File: config.mk
export PLATFORM = sky130hd
export DESIGN_NAME = alu_issuer
export DESIGN_NICKNAME = d
export VERILOG_FILES = /design/src/rtl/alu_issuer.sv
export SDC_FILE = /design/constraint.sdc
export NUM_CORES = 1
export LEC_CHECK = 0
export CAP_MARGIN = 20
export CORE_MARGIN = 2
export CORE_UTILIZATION = 57
export DETAILED_ROUTE_END_ITERATION = 6
export PLACE_DENSITY = 0.8
export SYNTH_ARGS = -nofsm -noshare
export SYNTH_HDL_FRONTEND = slang
export SYNTH_SLANG_ARGS = --single-unit
export TNS_END_PERCENT = 50
File: constraint.sdc
create_clock -name clk -period 5.9 [get_ports clk]
set_clock_uncertainty 0.2 [all_clocks]
set_input_delay 0.885 -clock clk [delete_from_list [all_inputs] [get_ports clk]]
set_output_delay 0.885 -clock clk [all_outputs]
set_load 0.01 [all_outputs]
File: src/rtl/alu_issuer.sv
// alu_issuer: queues tagged ALU commands, drives a combinational ALU with settle time and returns captured results.
// Optional feature: define ALU_DIV0_TRAP_EN to reject opcode 5 with a zero divisor instead of issuing it.

module alu_issuer #(
  parameter int WIDTH       = 16,
  parameter int FIFO_DEPTH  = 4,
  parameter int MULDIV_WAIT = 2
) (
  input  logic             clk,
  input  logic             rst,
  input  logic             cmd_valid,
  output logic             cmd_ready,
  input  logic [3:0]       cmd_op,
  input  logic [WIDTH-1:0] cmd_a,
  input  logic [WIDTH-1:0] cmd_b,
  input  logic [3:0]       cmd_tag,
  output logic [WIDTH-1:0] alu_in1,
  output logic [WIDTH-1:0] alu_in2,
  output logic [3:0]       alu_select,
  input  logic [WIDTH-1:0] alu_out1,
  input  logic [WIDTH-1:0] alu_out2,
  input  logic             alu_overflow,
  output logic             rsp_valid,
  input  logic             rsp_ready,
  output logic [WIDTH-1:0] rsp_lo,
  output logic [WIDTH-1:0] rsp_hi,
  output logic             rsp_ovf,
  output logic             rsp_err,
  output logic [3:0]       rsp_tag
);

  localparam int AW = (FIFO_DEPTH > 1) ? $clog2(FIFO_DEPTH) : 1;
  localparam int EW = 2 * WIDTH + 8;
  localparam int CW = $clog2(MULDIV_WAIT + 2);
  localparam logic [AW:0]   FULL_CNT  = (AW + 1)'(FIFO_DEPTH);
  localparam logic [CW-1:0] WAIT_INIT = CW'(MULDIV_WAIT);
  localparam logic [CW-1:0] WAIT_ONE  = CW'(1);

  typedef enum logic [1:0] {IDLE, DRIVE, WAIT, HOLD} state_t;

  // Command FIFO: entry packs {op, a, b, tag}
  logic [EW-1:0] fifo_mem [FIFO_DEPTH];
  logic [AW-1:0] wr_ptr_q, wr_ptr_d;
  logic [AW-1:0] rd_ptr_q, rd_ptr_d;
  logic [AW:0]   count_q, count_d;
  logic          push;
  logic          pop;
  logic          fifo_empty;

  logic [EW-1:0]    head_entry;
  logic [3:0]       head_op;
  logic [WIDTH-1:0] head_a;
  logic [WIDTH-1:0] head_b;
  logic [3:0]       head_tag;

  state_t           state_q, state_d;
  logic [CW-1:0]    wait_cnt_q, wait_cnt_d;
  logic [WIDTH-1:0] alu_in1_q, alu_in1_d;
  logic [WIDTH-1:0] alu_in2_q, alu_in2_d;
  logic [3:0]       alu_select_q, alu_select_d;
  logic [3:0]       issue_tag_q, issue_tag_d;
  logic             rsp_valid_q, rsp_valid_d;
  logic [WIDTH-1:0] rsp_lo_q, rsp_lo_d;
  logic [WIDTH-1:0] rsp_hi_q, rsp_hi_d;
  logic             rsp_ovf_q, rsp_ovf_d;
  logic             rsp_err_q, rsp_err_d;
  logic [3:0]       rsp_tag_q, rsp_tag_d;

  logic capture;
  logic op_muldiv;
  logic op_addsub;
  logic op_illegal;
  logic div0_trap;
  logic reject;

  assign fifo_empty = (count_q == '0);
  assign cmd_ready  = (count_q != FULL_CNT);
  assign push       = cmd_valid && cmd_ready;

  assign head_entry = fifo_mem[rd_ptr_q];
  assign head_op    = head_entry[EW-1 -: 4];
  assign head_a     = head_entry[EW-5 -: WIDTH];
  assign head_b     = head_entry[WIDTH+3 -: WIDTH];
  assign head_tag   = head_entry[3:0];

  always_ff @(posedge clk) begin
    if (push) begin
      fifo_mem[wr_ptr_q] <= {cmd_op, cmd_a, cmd_b, cmd_tag};
    end
  end

  // Opcode classes are decoded from the registered select, i.e. the op in flight
  assign op_muldiv  = (alu_select_q == 4'd4) || (alu_select_q == 4'd5);
  assign op_addsub  = (alu_select_q == 4'd0) || (alu_select_q == 4'd1);
  assign op_illegal = (alu_select_q >= 4'd10);

`ifdef ALU_DIV0_TRAP_EN
  assign div0_trap = (alu_select_q == 4'd5) && (alu_in2_q == '0);
`else
  assign div0_trap = 1'b0;
`endif

  assign reject = op_illegal || div0_trap;

  always_comb begin
    wr_ptr_d = wr_ptr_q;
    rd_ptr_d = rd_ptr_q;
    count_d  = count_q;
    if (push) begin
      wr_ptr_d = wr_ptr_q + AW'(1);
    end
    if (pop) begin
      rd_ptr_d = rd_ptr_q + AW'(1);
    end
    case ({push, pop})
      2'b10:   count_d = count_q + (AW + 1)'(1);
      2'b01:   count_d = count_q - (AW + 1)'(1);
      default: count_d = count_q;
    endcase
  end

  always_comb begin
    state_d      = state_q;
    wait_cnt_d   = wait_cnt_q;
    alu_in1_d    = alu_in1_q;
    alu_in2_d    = alu_in2_q;
    alu_select_d = alu_select_q;
    issue_tag_d  = issue_tag_q;
    rsp_valid_d  = rsp_valid_q;
    rsp_lo_d     = rsp_lo_q;
    rsp_hi_d     = rsp_hi_q;
    rsp_ovf_d    = rsp_ovf_q;
    rsp_err_d    = rsp_err_q;
    rsp_tag_d    = rsp_tag_q;
    pop          = 1'b0;
    capture      = 1'b0;

    case (state_q)
      IDLE: begin
        if (!fifo_empty) begin
          pop     = 1'b1;
          state_d = DRIVE;
        end
      end
      DRIVE: begin
        if (op_muldiv && !div0_trap && (MULDIV_WAIT > 0)) begin
          wait_cnt_d = WAIT_INIT;
          state_d    = WAIT;
        end else begin
          capture = 1'b1;
          state_d = HOLD;
        end
      end
      WAIT: begin
        if (wait_cnt_q == WAIT_ONE) begin
          capture = 1'b1;
          state_d = HOLD;
        end else begin
          wait_cnt_d = wait_cnt_q - WAIT_ONE;
        end
      end
      HOLD: begin
        if (rsp_ready) begin
          rsp_valid_d = 1'b0;
          if (!fifo_empty) begin
            pop     = 1'b1;
            state_d = DRIVE;
          end else begin
            state_d = IDLE;
          end
        end
      end
      default: state_d = IDLE;
    endcase

    if (pop) begin
      alu_in1_d    = head_a;
      alu_in2_d    = head_b;
      alu_select_d = head_op;
      issue_tag_d  = head_tag;
    end

    if (capture) begin
      rsp_valid_d = 1'b1;
      rsp_tag_d   = issue_tag_q;
      rsp_err_d   = reject;
      rsp_lo_d    = reject ? '0 : alu_out1;
      rsp_hi_d    = (!reject && op_muldiv) ? alu_out2 : '0;
      rsp_ovf_d   = !reject && op_addsub && alu_overflow;
    end
  end

  always_ff @(posedge clk or posedge rst) begin
    if (rst) begin
      state_q      <= IDLE;
      wait_cnt_q   <= '0;
      alu_in1_q    <= '0;
      alu_in2_q    <= '0;
      alu_select_q <= '0;
      issue_tag_q  <= '0;
      rsp_valid_q  <= 1'b0;
      rsp_lo_q     <= '0;
      rsp_hi_q     <= '0;
      rsp_ovf_q    <= 1'b0;
      rsp_err_q    <= 1'b0;
      rsp_tag_q    <= '0;
      wr_ptr_q     <= '0;
      rd_ptr_q     <= '0;
      count_q      <= '0;
    end else begin
      state_q      <= state_d;
      wait_cnt_q   <= wait_cnt_d;
      alu_in1_q    <= alu_in1_d;
      alu_in2_q    <= alu_in2_d;
      alu_select_q <= alu_select_d;
      issue_tag_q  <= issue_tag_d;
      rsp_valid_q  <= rsp_valid_d;
      rsp_lo_q     <= rsp_lo_d;
      rsp_hi_q     <= rsp_hi_d;
      rsp_ovf_q    <= rsp_ovf_d;
      rsp_err_q    <= rsp_err_d;
      rsp_tag_q    <= rsp_tag_d;
      wr_ptr_q     <= wr_ptr_d;
      rd_ptr_q     <= rd_ptr_d;
      count_q      <= count_d;
    end
  end

  assign alu_in1    = alu_in1_q;
  assign alu_in2    = alu_in2_q;
  assign alu_select = alu_select_q;
  assign rsp_valid  = rsp_valid_q;
  assign rsp_lo     = rsp_lo_q;
  assign rsp_hi     = rsp_hi_q;
  assign rsp_ovf    = rsp_ovf_q;
  assign rsp_err    = rsp_err_q;
  assign rsp_tag    = rsp_tag_q;

  a_no_pop_empty: assert property (@(posedge clk) disable iff (rst) pop |-> !fifo_empty);
  a_count_bound:  assert property (@(posedge clk) disable iff (rst) count_q <= FULL_CNT);

endmodule

==> reports/qor.csv <==
stage;metric;value;unit
min_path;WHS Path Cells;2;
cts;CTS resizes;0;
synth;adder-cell share of the synthesized area;1.67;%
synth;Synth cell types;33;
global_route;largest net degree at the start of global routing;47;
floorplan;Top Ports;153;
sta;max-slew violations;0;
synth;XOR/XNOR Fraction of Synth Area;0.557;%
floorplan;Die Y;133;microns
sta;measured slew at the worst slew-check pin;1070;ps
placed_design;GPL Wtd Cong;0.805;
setup_path;Crit Path Category;reg -> reg;
global_route;initial antenna violation count;0;
sta;setup tns final;0;ps
outcome;outcome;completed;
floorplan;core area;0.0164;sq mm
sta;max frequency;0.298;GHz
synth;Synth area leader;edfxtp_1;
setup_path;critical-path cell list;inv_1 > ha_1 > nor3_4 > buf_4 > ha_1 > inv_1 > fa_1 > xor2_1 > nor2_1 > xor2_1;
sta;RSZ-0062 raised after global routing;no;
routing;routed vias/inst;5.55;
setup_path;Arrival @ worst endpoint;3590;ps
final_layout;Final nets;725;
final_layout;commonest non-fill, non-tap cells in the layout;edfxtp_1, clkdlybuf4s50_1, dfrtp_1, mux2_2, mux4_2;
sta;part of the cycle the worst path needs;56.9;%
routing;drt pass-1 iters;4;
setup_path;slowest stage delay, CP;620;ps
placed_design;DP HPWL;10400;microns
synth;syn nets;562;
synth;Synth Area per Inst;20.0;sq um
final_layout;layout cell share with drive strength beyond 1;21.1;%
setup_path;slowest cell on the critical path;ha_1;
synth;Post-synth EDFFs;160;
synth;YS warnings;0;
power_and_ir_drop;Worst IR Drop VDD;0.349;mV
final_layout;Ant. Diodes;0;
sta;final hold violations;0;
job;maxcap violations;0;
synth;Seq cells post-synth;250;
cts;Root Driver;clkbuf_16;
setup_path;CP Launch Type;flop;
power_and_ir_drop;pwr/cell area;510;mW/mm^2
routing;Vias;4859;
cts;TritonCTS clock tree;yes;
routing;Avg WL per Cell;20.0;microns
cts;maximum buffer depth of the clock tree;3;
routing;DR DRC count;0;
routing;total detailed-routing wirelength;17500;microns
synth;share of the synthesized area in the top cell type;50.9;%
synth;multiplexer share of the synthesized area;15.5;%
placed_design;dpl cells;825;
setup_path;worst path required time;6130;ps
final_layout;synth-to-layout area growth;27.2;%
placed_design;PortBufs;152;
setup_path;R2R depth;10;
synth;post-synthesis compound-gate area fraction;3.64;%
final_layout;Finished Layout Cells;875;
synth;predominant post-synthesis flop cell;edfxtp_1;
global_route;vias in the first global route;5253;
sta;relative slew slack;28.3;%
cts;TritonCTS Buffers;25;
min_path;Hold Path Class;reg -> reg;
setup_path;Max Fanout on Critical Path;43;
setup_path;Worst Setup End Kind;flop;
cts;clock slew at reported path FFs;60;ps
routing;antenna-violating nets left;0;
global_route;global-route usage over all layers;20.6;%
cts;CTS sink cnt;250;
sta;min Tclk post-route;3360;ps
floorplan;DIE AREA;0.0176;sq mm
synth;main combinational cell family by area after synthesis;multiplexers;
cts;later-pin clock latency in the skew report;520;ps
synth;Cell Area, Synth;0.00944;sq mm
global_route;gr ovfl total;0;
cts;htree depth;1;
routing;DR iter-0 viols;345;
synth;Post-Synth Simple-Gate Area;2.25;%
global_route;global-route wire length before repair;28400;microns
cts;Setup Fix Bufs, Post-CTS;0;
synth;fraction of registers with async set/reset;36.0;%
synth;Synth area leaders;edfxtp_1, dfrtp_1, mux4_2;
floorplan;Die X;133;microns
floorplan;Rows;47;
final_layout;commonest non-fill, non-tap cell in the layout;edfxtp_1;
cts;cts-stage hold buffer count;0;
power_and_ir_drop;Pleak;0.00437;uW
synth;Seq/Total Area, Yosys;74.7;%
synth;synthesized netlist cell count;473;
sta;setup violators final;0;
floorplan;Starting Density;57.6;%
-- metal layers --
metal,part of all wire [%],track usage [%],vias up
met1,43,29.3,2456
met2,48,34.0,193
met5,0,0,-
li1,-,-,2186
met3,7.0,3.95,24
met4,1.8,4.54,0
-- state kept, by name, indices dropped and copies added, names as in the netlist --
name         cells
issue_tag_q      4
rsp_lo          16
rsp_err          1
wr_ptr_q         2
rsp_tag          4
wait_cnt_q       2
rsp_hi          16
rd_ptr_q         2
count_q          3
state_q          2
fifo_mem       160
rsp_ovf          1
alu_select       4
alu_in1         16
rsp_valid        1
alu_in2         16
-- stage by stage --
stage               setup slack, ps  total power, uW  hold slack (ps)  area, sq um  util, %
floorplan                      2480             3920              260         9440        -
global placement               2370             4620              259        11200     68.0
detailed placement             2300             4710              272        11200     68.2
CTS                            2520             6180              284        11900     72.8
global route                   2310             6460              301        12000     73.2
finish                         2540             6130              279        12000     73.2
-- report_power, final --
group | total (uW) | internal, uW | switching [uW]
sequential | 2730 | 2380 | 354
clock | 1450 | 847 | 603
combinational | 1940 | 1110 | 829
-- worst max-delay path, delay by kind of cell (launching register included) --
family | cells | cell delay (ps)
xor+xnor | 2 | 300
flops | 1 | 400
simple gates | 2 | 400
fa+ha+maj | 3 | 1280
buf+inv | 3 | 710
-- path summary, 6_finish.rpt --
path,from,to,slack [ps]
min in group asynchronous,rst,rsp_lo[11]$_DFFE_PP0P_,610
min reg2reg,rsp_valid$_DFFE_PP0P_,rsp_valid$_DFFE_PP0P_,280
max in group asynchronous,rst,rd_ptr_q[0]$_DFFE_PP0P_,4250
min,rsp_valid$_DFFE_PP0P_,rsp_valid$_DFFE_PP0P_,280
max,state_q[0]$_DFFE_PP0P_,count_q[2]$_DFFE_PP0P_,2540
max reg2reg,state_q[0]$_DFFE_PP0P_,count_q[2]$_DFFE_PP0P_,2540
-- cell type report --
| class | count | area [sq um] |
|---|---|---|
| flip-flops and latches | 250 | 7060 |
| well taps | 220 | 275 |
| repair buffers | 159 | 1630 |
| inverters | 11 | 43.8 |
| multi-input cells | 189 | 2240 |
| clock inverters | 5 | 25.0 |
| clock buffers | 41 | 736 |
| fillers | 949 | 4390 |
-- cell families (layout without fill, tap and decap cells) --
| kind of cell | count (synthesis) | after routing |
|---|---|---|
| AOI/OAI and AO/OA | 41 | 41 |
| xor gates and xnor gates | 6 | 6 |
| adders and majority gates | 12 | 12 |
| buffers and inverters | 34 | 216 |
| DFF | 250 | 250 |
| muxes | 90 | 90 |
| and+or+nand+nor | 40 | 40 |
-- synthesized netlist by cell type (2+ instances only) --
master	n
nand3_1	17
a22o_1	16
mux4_2	40
xor2_1	3
o2bb2ai_1	17
inv_1	11
dfrtp_1	90
buf_6	2
buf_2	11
mux2_2	49
a21oi_1	3
nand2_1	8
nor2_1	4
xnor2_1	3
edfxtp_1	160
and3_1	4
ha_1	11
clkbuf_1	9
Power figures use the tool's default switching activity.
